$ cat config.mk
export PLATFORM = sky130hd
export DESIGN_NAME = writeback_scheduler_flat
export DESIGN_NICKNAME = d
export VERILOG_FILES = /design/src/rtl/writeback_scheduler_if.sv /design/src/rtl/writeback_scheduler.sv /design/src/flat_wrapper.sv
export SDC_FILE = /design/constraint.sdc
export NUM_CORES = 1
export LEC_CHECK = 0
export BUFFER_PORTS_ARGS = -buffer_cell sky130_fd_sc_hd__buf_2
export CORE_ASPECT_RATIO = 1.1
export CORE_MARGIN = 1.5
export CORE_UTILIZATION = 45
export CTS_CLUSTER_SIZE = 30
export DETAILED_ROUTE_END_ITERATION = 8
export MAX_ROUTING_LAYER = met4
export PLACE_DENSITY = 0.74
export SETUP_SLACK_MARGIN = 0.4
export SLEW_MARGIN = 0
export SYNTH_ARGS = -nofsm -noshare
export SYNTH_HDL_FRONTEND = slang
export SYNTH_SLANG_ARGS = --single-unit
$ cat constraint.sdc
create_clock -name clock -period 5.6 [get_ports clock]
set_clock_uncertainty 0.1 [all_clocks]
set_input_delay 0.28 -clock clock [delete_from_list [all_inputs] [get_ports clock]]
set_output_delay 0.28 -clock clock [all_outputs]
set_load 0.05 [all_outputs]
$ cat src/rtl/writeback_scheduler_if.sv
// Bundle of decode reservation, write-back request and register-file write signals
// shared between the writeback scheduler and its neighbours.
interface writeback_scheduler_if #(
  parameter int unsigned DATA_W = 32,
  parameter int unsigned ADDR_W = 5
);
  localparam int unsigned DEPTH = 2 ** ADDR_W;

  logic              resv_valid;
  logic [ADDR_W-1:0] resv_addr;
  logic              resv_ready;
  logic [ADDR_W-1:0] rs_addr;
  logic [ADDR_W-1:0] rt_addr;
  logic              rs_busy;
  logic              rt_busy;
  logic              alu_valid;
  logic [ADDR_W-1:0] alu_addr;
  logic [DATA_W-1:0] alu_data;
  logic              alu_ready;
  logic              mem_valid;
  logic [ADDR_W-1:0] mem_addr;
  logic [DATA_W-1:0] mem_data;
  logic              mem_ready;
  logic              rf_we;
  logic [ADDR_W-1:0] rf_addr;
  logic [DATA_W-1:0] rf_data;
  logic [DEPTH-1:0]  busy_vec;
  logic              err_unreserved;

  modport master (
    output resv_valid, resv_addr, rs_addr, rt_addr,
    output alu_valid, alu_addr, alu_data, mem_valid, mem_addr, mem_data,
    input  resv_ready, rs_busy, rt_busy, alu_ready, mem_ready,
    input  rf_we, rf_addr, rf_data, busy_vec, err_unreserved
  );

  modport slave (
    input  resv_valid, resv_addr, rs_addr, rt_addr,
    input  alu_valid, alu_addr, alu_data, mem_valid, mem_addr, mem_data,
    output resv_ready, rs_busy, rt_busy, alu_ready, mem_ready,
    output rf_we, rf_addr, rf_data, busy_vec, err_unreserved
  );
endinterface

$ cat src/rtl/writeback_scheduler.sv
// Round-robin ALU/MEM write-back arbiter driving the single register-file write
// port, plus the busy scoreboard decode uses for RAW/WAW stalls.
module writeback_scheduler #(
  parameter int unsigned DATA_W = 32,
  parameter int unsigned ADDR_W = 5
) (
  input logic                  clock,
  input logic                  reset,
  writeback_scheduler_if.slave wb
);
  localparam int unsigned DEPTH = 2 ** ADDR_W;
  localparam logic [0:0] LAST_ALU = 1'b0;
  localparam logic [0:0] LAST_MEM = 1'b1;

  logic [0:0]        last_q, last_d;
  logic              grant_alu_c, grant_mem_c, grant_c;
  logic [ADDR_W-1:0] sel_addr_c;
  logic [DATA_W-1:0] sel_data_c;
  logic              rf_we_q;
  logic [ADDR_W-1:0] rf_addr_q;
  logic [DATA_W-1:0] rf_data_q;
  logic [DEPTH-1:0]  busy_q, busy_d;
  logic              err_q, err_d;
  logic              resv_fire_c;

  // Arbitration pointer: names the requester granted most recently
  always_ff @(posedge clock or posedge reset) begin
    if (reset) last_q <= LAST_MEM;
    else       last_q <= last_d;
  end

  always_comb begin
    last_d      = last_q;
    grant_alu_c = 1'b0;
    grant_mem_c = 1'b0;
    sel_addr_c  = wb.alu_addr;
    sel_data_c  = wb.alu_data;
    if (wb.alu_valid && (!wb.mem_valid || last_q == LAST_MEM)) begin
      grant_alu_c = 1'b1;
      last_d      = LAST_ALU;
    end else if (wb.mem_valid) begin
      grant_mem_c = 1'b1;
      last_d      = LAST_MEM;
      sel_addr_c  = wb.mem_addr;
      sel_data_c  = wb.mem_data;
    end
  end

  assign grant_c = grant_alu_c | grant_mem_c;

  // Scoreboard: commit clears, reservation sets; a same-index set wins
  always_comb begin
    resv_fire_c = wb.resv_valid && !busy_q[wb.resv_addr];
    busy_d      = busy_q;
    err_d       = err_q;
    if (rf_we_q) begin
      busy_d[rf_addr_q] = 1'b0;
      if (!busy_q[rf_addr_q]) err_d = 1'b1;
    end
    if (resv_fire_c) busy_d[wb.resv_addr] = 1'b1;
  end

  always_ff @(posedge clock or posedge reset) begin
    if (reset) begin
      rf_we_q   <= 1'b0;
      rf_addr_q <= '0;
      rf_data_q <= '0;
      busy_q    <= '0;
      err_q     <= 1'b0;
    end else begin
      rf_we_q <= grant_c;
      if (grant_c) begin
        rf_addr_q <= sel_addr_c;
        rf_data_q <= sel_data_c;
      end
      busy_q <= busy_d;
      err_q  <= err_d;
    end
  end

  assign wb.alu_ready      = grant_alu_c;
  assign wb.mem_ready      = grant_mem_c;
  assign wb.resv_ready     = !busy_q[wb.resv_addr];
  assign wb.rs_busy        = busy_q[wb.rs_addr];
  assign wb.rt_busy        = busy_q[wb.rt_addr];
  assign wb.rf_we          = rf_we_q;
  assign wb.rf_addr        = rf_addr_q;
  assign wb.rf_data        = rf_data_q;
  assign wb.busy_vec       = busy_q;
  assign wb.err_unreserved = err_q;
endmodule

$ cat src/flat_wrapper.sv
// flat-port wrapper written by rule: the top's interface ports become plain ports
module writeback_scheduler_flat 
#(
  parameter int unsigned DATA_W = 32,
  parameter int unsigned ADDR_W = 5
)
  (clock, reset, wb_resv_valid, wb_resv_addr, wb_rs_addr, wb_rt_addr, wb_alu_valid, wb_alu_addr, wb_alu_data, wb_mem_valid, wb_mem_addr, wb_mem_data, wb_resv_ready, wb_rs_busy, wb_rt_busy, wb_alu_ready, wb_mem_ready, wb_rf_we, wb_rf_addr, wb_rf_data, wb_busy_vec, wb_err_unreserved);
  writeback_scheduler_if #(.DATA_W(DATA_W), .ADDR_W(ADDR_W)) wb_i ();
  input logic clock;
  input logic reset;
  input wire logic [$bits(wb_i.resv_valid)-1:0] wb_resv_valid;
  input wire logic [$bits(wb_i.resv_addr)-1:0] wb_resv_addr;
  input wire logic [$bits(wb_i.rs_addr)-1:0] wb_rs_addr;
  input wire logic [$bits(wb_i.rt_addr)-1:0] wb_rt_addr;
  input wire logic [$bits(wb_i.alu_valid)-1:0] wb_alu_valid;
  input wire logic [$bits(wb_i.alu_addr)-1:0] wb_alu_addr;
  input wire logic [$bits(wb_i.alu_data)-1:0] wb_alu_data;
  input wire logic [$bits(wb_i.mem_valid)-1:0] wb_mem_valid;
  input wire logic [$bits(wb_i.mem_addr)-1:0] wb_mem_addr;
  input wire logic [$bits(wb_i.mem_data)-1:0] wb_mem_data;
  output wire logic [$bits(wb_i.resv_ready)-1:0] wb_resv_ready;
  output wire logic [$bits(wb_i.rs_busy)-1:0] wb_rs_busy;
  output wire logic [$bits(wb_i.rt_busy)-1:0] wb_rt_busy;
  output wire logic [$bits(wb_i.alu_ready)-1:0] wb_alu_ready;
  output wire logic [$bits(wb_i.mem_ready)-1:0] wb_mem_ready;
  output wire logic [$bits(wb_i.rf_we)-1:0] wb_rf_we;
  output wire logic [$bits(wb_i.rf_addr)-1:0] wb_rf_addr;
  output wire logic [$bits(wb_i.rf_data)-1:0] wb_rf_data;
  output wire logic [$bits(wb_i.busy_vec)-1:0] wb_busy_vec;
  output wire logic [$bits(wb_i.err_unreserved)-1:0] wb_err_unreserved;
  assign wb_i.resv_valid = wb_resv_valid;
  assign wb_i.resv_addr = wb_resv_addr;
  assign wb_i.rs_addr = wb_rs_addr;
  assign wb_i.rt_addr = wb_rt_addr;
  assign wb_i.alu_valid = wb_alu_valid;
  assign wb_i.alu_addr = wb_alu_addr;
  assign wb_i.alu_data = wb_alu_data;
  assign wb_i.mem_valid = wb_mem_valid;
  assign wb_i.mem_addr = wb_mem_addr;
  assign wb_i.mem_data = wb_mem_data;
  assign wb_resv_ready = wb_i.resv_ready;
  assign wb_rs_busy = wb_i.rs_busy;
  assign wb_rt_busy = wb_i.rt_busy;
  assign wb_alu_ready = wb_i.alu_ready;
  assign wb_mem_ready = wb_i.mem_ready;
  assign wb_rf_we = wb_i.rf_we;
  assign wb_rf_addr = wb_i.rf_addr;
  assign wb_rf_data = wb_i.rf_data;
  assign wb_busy_vec = wb_i.busy_vec;
  assign wb_err_unreserved = wb_i.err_unreserved;
  writeback_scheduler #(.DATA_W(DATA_W), .ADDR_W(ADDR_W)) u_core (.clock(clock), .reset(reset), .wb(wb_i));
endmodule
==> results.toml, run 1 <==
[outcome]
status = "finished clean"

[worst_hold_path]
hp-class = "in -> reg"
hold_path_depth = 2

[grt]
grt_overflow_total = 0
antenna_violations_before_repair = 0
grt_start_max_net_pins = 73
grt_first_pass_wirelength_um = 20200
track_usage = 0.259
first_global_vias = 4016

[synth]
synth_area_per_cell_um2 = 10.9
share_of_the_yosys_chip_area_belonging_to_registers = 0.409
yosys-top-cells-area = "sky130_fd_sc_hd__dfrtp_1 40%, sky130_fd_sc_hd__mux4_2 13%, sky130_fd_sc_hd__mux2i_1 9.8%"
netlist_instances = 403
mappedNetlistArea_um2 = 4410
synth_top_area_frac = 0.403
synth_fp_nets = 497
yosys_warnings = 0
synth-seq-cells = 72
netlist-cell-type-count = 36
netlist.top_cell.by_area = "sky130_fd_sc_hd__dfrtp_1"

[setup_path]
wp_data_arrival_ps = 2930
criticalPathCategory = "reg -> out"
crit_required_ps = 5220
critPathLaunchType = "flip-flop"
worstSetupEndpointType = "primary output"
timing.reg2reg.worst_path_depth = 5
crit_path_max_fanout = 17

[placement]
io_buffer_count = 169
dp_hpwl_um = 9390
post-place-ws_ps = 2430
dp.cells = 663
finalWeightedCongestion = 0.931

[sta]
hold_violations = 0
timing_max_transition_violations_final = 0
post-route-period-util = 0.592
finalSetupViolCount = 0
max_slew.worst_pin.slew_ps = 950
finalCriticalPeriod_ps = 3310
hold-worst-slack_ps = 18.4
fmaxAchievable_ghz = 0.302
final_critical_path_setup_slack_ps = 2290
timing.setup.tns_ps = 0
setup_repair_after_global_routing_missed_its_margin = "no"
max_slew_margin = 0.367

[cts]
number_of_clock_sinks = 72
clock_latency_on_the_worst_skew_pair_ps = 350
cts_inserted_buffers = 9
tritoncts = "built"
cts_max_path_buffers = 2
postCtsSetupBuffers = 0
cts_h_tree_depth = 3
cts_root_buf = "sky130_fd_sc_hd__clkbuf_8"
cts.reportedPaths.clkPinSlew_ps = 80
post_cts_sizing = 0
post_cts_hold_buffer_count = 0

[route]
drt-total-wl_um = 12900
drt_pre_antenna_iters = 5
vias_per_cell = 5.89
detail-route-antenna-nets = 0
detailed_route_wire_length_per_cell_um = 19.0
first_iter_violations = 226
dr_total_vias = 3997
route.detailed.drc = 0

[cells_and_area]
nets = 651
insertedDiodeCount = 0
drive_above_1_share = 0.459
layoutNonFillerInstCount = 679
syn2layout_area_growth_pct = 25.3
final.fill_count = 835

[pwr]
power.density_nw_per_um2 = 517
power.leakage_nw = 2.52
vdd.ir_drop.worst_uv = 193
design_power_total_mw = 2.86

[floorplanning]
die_w_um = 97.4
die-height_um = 107
fp-row-count = 37
dieArea_um2 = 10400
initial_core_util = 0.467
boundaryPins = 170
placeableCoreArea_um2 = 9440

[flow_run]
max_cap_viol = 0
synth_stat cells (all sizes together):
| cell type | n |
|---|---|
| dfstp | 1 |
| mux4 | 33 |
| buf | 17 |
| nor2 | 39 |
| nand4 | 1 |
| and3 | 2 |
| and2 | 1 |
| and3b | 4 |
| mux2i | 43 |
| o22ai | 1 |
| or3b | 3 |
| or2 | 1 |
| nand3 | 3 |
| clkbuf | 14 |
| a22oi | 4 |
| a41o | 1 |
| nor3b | 5 |
| nand3b | 5 |
| dfrtp | 71 |
| mux2 | 3 |
| a21oi | 37 |
| a31oi | 1 |
| o31ai | 1 |
| nor3 | 2 |
| nand2 | 35 |
| o221ai | 1 |
| o21ai | 66 |
| nor2b | 2 |
| or3 | 1 |
| inv | 4 |
| nand2b | 1 |
registers in the layout (all words and copies together) (netlist names):
name / cells
u_core.wb.rf_data: 32
u_core.wb.rf_addr: 5
u_core.wb.err_unreserved: 1
u_core.last_q: 1
u_core.wb.rf_we: 1
u_core.wb.busy_vec: 32
critical path, cell delays in order (launching register included):
cell                      delay (ps)
sky130_fd_sc_hd__dfrtp_1         460
sky130_fd_sc_hd__mux4_1          510
sky130_fd_sc_hd__a22oi_1         230
sky130_fd_sc_hd__nand4_2         570
sky130_fd_sc_hd__buf_4           470
sky130_fd_sc_hd__inv_1            70
sky130_fd_sc_hd__buf_2           250
through the flow:
step	cell area [um^2]	utilization
2_1_floorplan	4410	-
3_3_place_gp	5290	0.560
3_5_place_dp	5290	0.560
4_1_cts	5530	0.585
5_1_grt	5530	0.585
6_report	5530	0.585
power by group:
| part | switching (mW) | internal [mW] | total (mW) |
|---|---|---|---|
| Sequential | 0.206 | 0.674 | 0.881 |
| Clock | 0.205 | 0.288 | 0.494 |
| Combinational | 1.00 | 0.481 | 1.48 |
cell usage in the layout (no fill, tap or decap), drive strengths merged:
cell type and count:
mux4 33, or3 1, inv 5, mux2 3, clkinv 1, dfrtp 71, nor2b 2, nor3 2
dfstp 1, o221ai 1, clkbuf 12, o31ai 1, a31oi 1, a22oi 4, a21oi 37, nor3b 5
a41o 1, buf 174, and3b 4, or3b 3, nand2b 1, or2 1, and3 2, nand3 3
mux2i 43, bufinv 2, nor2 39, nand3b 5, o21ai 66, and2 1, nand2 35, nand4 1
o22ai 1
path summary, 6_finish.rpt:
path,from,to,slack [ps]
max,u_core.wb.busy_vec[7]$_DFF_PP0_,wb_resv_ready,2290
max reg2reg,u_core.wb.busy_vec[7]$_DFF_PP0_,u_core.wb.busy_vec[31]$_DFF_PP0_,2990
min,wb_alu_valid,u_core.last_q$_DFFE_PP1P_,20
min in group asynchronous,reset,u_core.wb.busy_vec[26]$_DFF_PP0_,100
min reg2reg,u_core.last_q$_DFFE_PP1P_,u_core.last_q$_DFFE_PP1P_,380
max in group asynchronous,reset,u_core.wb.rf_data[14]$_DFFE_PP0P_,4680
per-layer routing:
layer  track usage  wire, um  vias to the layer above
met5             -         0                        -
met4         0.126       331                        0
met3        0.0528      1290                       28
met2         0.410      6240                      228
met1         0.321      5030                     1933
li1              -         -                     1808
cell type report:
type | count | area [um^2] | area share
clock buffers | 12 | 165 | 0.0299
clock inverters | 4 | 73.8 | 0.0134
inverters | 4 | 15.0 | 0.00272
multi-input cells | 296 | 2440 | 0.442
flip-flops and latches | 72 | 1800 | 0.326
well taps | 117 | 146 | 0.0265
repair buffers | 174 | 883 | 0.160
cell families (layout without fill, tap and decap cells):
group	count (synthesis)	after routing	share of synthesized area
buffers and inverters	35	194	0.0383
and+or+nand+nor	105	105	0.114
muxes	79	79	0.280
DFF	72	72	0.409
AOI/OAI and AO/OA	112	112	0.159
Power figures use the tool's default switching activity.
==> inputs of run 2 (changes only) <==
==> constraint.sdc (replaced) <==
create_clock -name clock -period 3.2 [get_ports clock]
set_clock_uncertainty 0.1 [all_clocks]
set_input_delay 0.16 -clock clock [delete_from_list [all_inputs] [get_ports clock]]
set_output_delay 0.16 -clock clock [all_outputs]
set_load 0.05 [all_outputs]
==> results.toml, run 2 (synthesis results as in run 1) <==
[outcome]
status = "finished clean"

[cells_and_area]
drive_above_1_share = 0.424
final_cell_mix = "169 x sky130_fd_sc_hd__buf_2, 71 x sky130_fd_sc_hd__dfrtp_1, 50 x sky130_fd_sc_hd__dlygate4sd3_1, 43 x sky130_fd_sc_hd__mux2i_1, 39 x sky130_fd_sc_hd__nor2_1"
layout_commonest_cell = "sky130_fd_sc_hd__buf_2"
utilization = 0.637
insertedDiodeCount = 0
nets = 705
syn2layout_area_growth_pct = 36.4

[worst_hold_path]
hp-class = "in -> reg"

[placement]
dp_hpwl_um = 9430
post-place-ws_ps = 885
io_buffer_count = 169
finalWeightedCongestion = 0.931

[route]
first_iter_violations = 320
vias_per_cell = 5.87
dr_total_vias = 4305
route.detailed.drc = 0
detail-route-antenna-nets = 0
drt-total-wl_um = 14000
detailed_route_wire_length_per_cell_um = 19.1
drt_pre_antenna_iters = 5

[floorplanning]
initial_core_util = 0.467
fp-row-count = 37
placeableCoreArea_um2 = 9440
boundaryPins = 170
die_w_um = 97.4
die-height_um = 107
dieArea_um2 = 10400

[setup_path]
cp_slowest_stage_delay_ps = 540
criticalPathCategory = "reg -> out"
timing.critical_path.buf_inv = 2
critPathLaunchType = "flip-flop"
crit_path_cell_trace = "mux4_1 > a22oi_1 > nand4_2 > inv_1 > buf_2"
crit_required_ps = 2940
wp_data_arrival_ps = 2340
crit_path_max_fanout = 9
slowest_cp_cell = "sky130_fd_sc_hd__mux4_1"
worstSetupEndpointType = "primary output"
path_delay_family = "multiplexers"

[cts]
cts_h_tree_depth = 3
cts_max_path_buffers = 2
cts_root_buf = "sky130_fd_sc_hd__clkbuf_8"
tritoncts = "built"
clock_latency_on_the_worst_skew_pair_ps = 350
cts.reportedPaths.clkPinSlew_ps = 80
number_of_clock_sinks = 72
cts_inserted_buffers = 9

[pwr]
cell_internal_pwr_mw = 2.47
power.leakage_nw = 2.72
power.density_nw_per_um2 = 824
power.share.sequential = 0.326
share_clk_of_total_power = 0.146
swShare = 0.502
comb_power_share = 0.528
net-switching-power_mw = 2.49
vdd.ir_drop.worst_uv = 431

[sta]
finalCriticalPeriod_ps = 2600
timing_max_transition_violations_final = 0
final_critical_path_setup_slack_ps = 595
post-route-period-util = 0.814
max_slew_margin = 0.450
setup_repair_after_global_routing_missed_its_margin = "no"
timing.setup.tns_ps = 0
max_slew.worst_pin.slew_ps = 825
fmaxAchievable_ghz = 0.384
hold_violations = 0
finalSetupViolCount = 0

[flow_run]
max_cap_viol = 0

[grt]
track_usage = 0.284
grt_first_pass_wirelength_um = 22200
first_global_vias = 4412
grt_start_max_net_pins = 48
grt_overflow_total = 0
antenna_violations_before_repair = 0
run 2: metal layers:
metal | track usage | part of all wire | vias up
li1 | - | - | 1919
met5 | - | 0 | -
met2 | 0.460 | 0.50 | 292
met4 | 0.158 | 0.038 | 0
met3 | 0.0678 | 0.10 | 46
met1 | 0.327 | 0.36 | 2048
run 2: power by group through the flow:
stage               clock network [mW]  logic (mW)  registers (mW)
floorplan                            0        1.08            2.39
global placement                     0        2.50            1.59
detailed placement                   0        2.54            1.61
CTS                              0.740        2.61            1.60
global route                     0.784        2.74            1.66
finish                           0.721        2.62            1.62
run 2: final cells by class:
class	count	area, um^2
sequential	72	1800
inverter	4	15.0
fill	733	3430
clock buffer	11	141
timing repair buffer	228	1410
clock inverter	5	56.3
multi-input combinational	296	2440
tap	117	146
run 2: path summary, 6_finish.rpt:
path	start	endpoint	slack, ps	cells after the start
setup / recovery	u_core.wb.busy_vec[5]$_DFF_PP0_	wb_resv_ready	600	5
hold / removal	wb_mem_valid	u_core.last_q$_DFFE_PP1P_	20	3
setup reg to reg	u_core.last_q$_DFFE_PP1P_	u_core.wb.rf_data[31]$_DFFE_PP0P_	610	6
hold reg to reg	u_core.wb.err_unreserved$_DFFE_PP0P_	u_core.wb.err_unreserved$_DFFE_PP0P_	390	1
max in group asynchronous	reset	u_core.last_q$_DFFE_PP1P_	2080	4
min in group asynchronous	reset	u_core.wb.busy_vec[30]$_DFF_PP0_	180	3
run 2: repair_timing:
action | CTS | global route
hold buffers | 50 | 0
gates resized for setup | 0 | 0
hold endpoints to repair | 51 | 0
buffers inserted | 0 | 0
run 2: worst register-to-register path, stage by stage (launching register included):
cell and delay, ps:
sky130_fd_sc_hd__dfstp_2 540, sky130_fd_sc_hd__nand2b_1 130, sky130_fd_sc_hd__nand2_2 460, sky130_fd_sc_hd__buf_4 440
sky130_fd_sc_hd__nor2_1 140, sky130_fd_sc_hd__a21oi_1 70, sky130_fd_sc_hd__dlygate4sd3_1 590
run 2: per-stage QoR:
stage	hold slack (ps)	cells	power, mW	instance area, um^2
2_1_floorplan	134	403	3.47	4410
3_3_place_gp	12.7	667	4.08	5320
3_5_place_dp	15.1	667	4.15	5320
4_1_cts	0.282	733	4.95	6020
5_1_grt	6.22	733	5.18	6020
6_report	22.1	733	4.96	6020
==> inputs of run 3 (changes only) <==
--- a/config.mk
+++ b/config.mk
@@ -5,6 +5,7 @@
 export SDC_FILE = /design/constraint.sdc
 export NUM_CORES = 1
 export LEC_CHECK = 0
+export ABC_AREA = 1
 export BUFFER_PORTS_ARGS = -buffer_cell sky130_fd_sc_hd__buf_2
 export CORE_ASPECT_RATIO = 1.1
 export CORE_MARGIN = 1.5
==> constraint.sdc (replaced) <==
create_clock -name clock -period 2.6 [get_ports clock]
set_clock_uncertainty 0.1 [all_clocks]
set_input_delay 0.13 -clock clock [delete_from_list [all_inputs] [get_ports clock]]
set_output_delay 0.13 -clock clock [all_outputs]
set_load 0.05 [all_outputs]
==> results.toml, run 3 <==
[sta]
finalCriticalPeriod_ps = 2160
timing_max_transition_violations_final = 0
hold-worst-slack_ps = 49.6
final_critical_path_setup_slack_ps = 443
fmaxAchievable_ghz = 0.464
post-route-period-util = 0.829
timing.setup.tns_ps = 0
setup_repair_after_global_routing_missed_its_margin = "no"
max_slew_margin = 0.453
max_slew.worst_pin.slew_ps = 818
finalSetupViolCount = 0
hold_violations = 0

[synth]
netlist.top_cell.by_area = "sky130_fd_sc_hd__dfrtp_1"
synth_top_area_frac = 0.384
synthArstFlopShare = 1.00
synth-seq-cells = 72
netlist-cell-type-count = 24
synth_fp_nets = 785
yosys_warnings = 0
mappedNetlistArea_um2 = 4630
synth_area_per_cell_um2 = 6.70
yosys-top-cells-area = "sky130_fd_sc_hd__dfrtp_1 38%, sky130_fd_sc_hd__nand2_1 24%, sky130_fd_sc_hd__nand3_1 7.0%"
synth_edf_count = 0
synth_flop_cell = "sky130_fd_sc_hd__dfrtp_1"
yosys.cell_count.top_type = "sky130_fd_sc_hd__nand2_1"
synth.top_cells.by_count = "296 x sky130_fd_sc_hd__nand2_1, 71 x sky130_fd_sc_hd__dfrtp_1, 65 x sky130_fd_sc_hd__nand3_1"
netlist_instances = 691
share_of_the_yosys_chip_area_belonging_to_registers = 0.390

[route]
vias_per_cell = 5.86
drt-total-wl_um = 19600
drt_pre_antenna_iters = 5
detailed_route_wire_length_per_cell_um = 18.7
first_iter_violations = 719
dr_total_vias = 6138
detail-route-antenna-nets = 0
route.detailed.drc = 0

[cts]
clock_latency_on_the_worst_skew_pair_ps = 370
number_of_clock_sinks = 72
cts_max_path_buffers = 2
cts_h_tree_depth = 3
cts.reportedPaths.clkPinSlew_ps = 80
tritoncts = "built"
cts_root_buf = "sky130_fd_sc_hd__clkbuf_8"
cts_inserted_buffers = 9

[grt]
grt_start_max_net_pins = 53
grt_overflow_total = 0
antenna_violations_before_repair = 1
first_global_vias = 5699
track_usage = 0.365
grt_first_pass_wirelength_um = 29600

[setup_path]
slowest_cp_cell = "sky130_fd_sc_hd__nor2_1"
crit_top_cell = "sky130_fd_sc_hd__nand2_1"
criticalPathCategory = "reg -> reg"
critPathLaunchType = "flip-flop"
crit_required_ps = 2750
wp_data_arrival_ps = 2310
cp_slowest_stage_delay_ps = 660
worstSetupEndpointType = "flip-flop"
crit_path_cell_trace = "nor2_1 > nand2_1 > o21ai_0 > nand2_1"
crit_path_max_fanout = 9

[floorplanning]
initial_core_util = 0.466
die-height_um = 109
fp-row-count = 38
boundaryPins = 170
placeableCoreArea_um2 = 9940
die_w_um = 99.7
dieArea_um2 = 10900

[cells_and_area]
sequential_cell_area_um2 = 1800
nets = 1016
drive_above_1_share = 0.224
final.fill_count = 831
final_cell_mix = "295 x sky130_fd_sc_hd__nand2_1, 169 x sky130_fd_sc_hd__buf_2, 75 x sky130_fd_sc_hd__dlygate4sd3_1, 71 x sky130_fd_sc_hd__dfrtp_1, 65 x sky130_fd_sc_hd__nand3_1"
layoutNonFillerInstCount = 1048
multi_input_gate_area_in_the_final_layout_um2 = 2450
utilization = 0.654
layout_commonest_cell = "sky130_fd_sc_hd__nand2_1"
syn2layout_area_growth_pct = 40.5

[pwr]
vdd.ir_drop.worst_uv = 509
power.leakage_nw = 3.33
power.density_nw_per_um2 = 884

[placement]
dp_hpwl_um = 12200
dp.cells = 955
io_buffer_count = 169
finalWeightedCongestion = 1.01
post-place-ws_ps = 589

[flow_run]
max_cap_viol = 0

[outcome]
status = "finished clean"

[worst_hold_path]
hp-class = "in -> reg"
run 3: cell count changes after synthesis, sizes merged, moves of 15 or more:
cell,before,now
nand2,35,299
nand3,3,65
inv,4,47
mux2i,43,1
nand4,1,37
a21oi,37,3
mux4,33,0
o21ai,66,36
a22oi,4,24
o211ai,0,15
run 3: critical path: cells and delay by family, from the launching register on:
kind | cells | cell delay [ps]
AO/OA/AOI/OAI | 1 | 300
flip-flops | 1 | 430
AND/OR/NAND/NOR | 3 | 1220
run 3: final timing paths:
path	slack (ps)	cells past startpoint	to	start
max	440	4	u_core.wb.busy_vec[4]$_DFF_PP0_	u_core.wb.rf_addr[1]$_DFFE_PP0P_
min	50	3	u_core.last_q$_DFFE_PP1P_	wb_mem_valid
max reg2reg	440	4	u_core.wb.busy_vec[4]$_DFF_PP0_	u_core.wb.rf_addr[1]$_DFFE_PP0P_
min reg2reg	370	2	u_core.wb.err_unreserved$_DFFE_PP0P_	u_core.wb.err_unreserved$_DFFE_PP0P_
max in group asynchronous	1490	4	u_core.last_q$_DFFE_PP1P_	reset
min in group asynchronous	230	3	u_core.wb.busy_vec[31]$_DFF_PP0_	reset
run 3: report_power, final:
part	switching [mW]	internal [mW]	total, mW	leakage (nW)
logic	1.99	0.738	2.72	2.37
registers	0.596	1.40	2.00	0.857
clock network	0.472	0.550	1.02	0.110
total	3.05	2.69	5.75	3.33
run 3: repair_timing:
item / 4_1_cts / 5_1_grt
setup buffers: 1 / 0
endpoints found under the setup margin: 1 / 23
gates resized for setup: 0 / 4
hold buffers: 75 / 0
hold endpoints to repair: 57 / 0
pin swaps: 1 / 0
run 3: cell families after synthesis:
group / after synthesis / share of synthesized area
compound gates: 78 / 0.105
buf+inv: 82 / 0.0827
flops: 72 / 0.390
simple gates: 458 / 0.420
mux: 1 / 0.00216
run 3: final cells by class:
| type | instances | share of cell area |
|---|---|---|
| Timing Repair Buffer | 252 | 0.257 |
| Tap cell | 120 | 0.0231 |
| Clock inverter | 7 | 0.0158 |
| Clock buffer | 9 | 0.0191 |
| Inverter | 50 | 0.0304 |
| Antenna cell | 1 | 0.000385 |
| Multi-Input combinational cell | 537 | 0.377 |
| Sequential cell | 72 | 0.277 |
run 3: metal layers:
metal / track usage / vias to the layer above / part of all wire / routed length, um
li1: - / 2752 / - / -
met1: 0.421 / 2823 / 0.36 / 6970
met2: 0.579 / 460 / 0.48 / 9340
met3: 0.0947 / 103 / 0.11 / 2170
met4: 0.214 / 0 / 0.055 / 1080
met5: - / - / 0 / 0
run 3: per-stage QoR:
| stage | cell area, um^2 | power [mW] |
|---|---|---|
| 3_5_place_dp | 5500 | 4.53 |
| 6_report | 6500 | 5.75 |
| 2_1_floorplan | 4630 | 3.64 |
| 5_1_grt | 6500 | 6.00 |
| 3_3_place_gp | 5500 | 4.50 |
| 4_1_cts | 6490 | 5.66 |
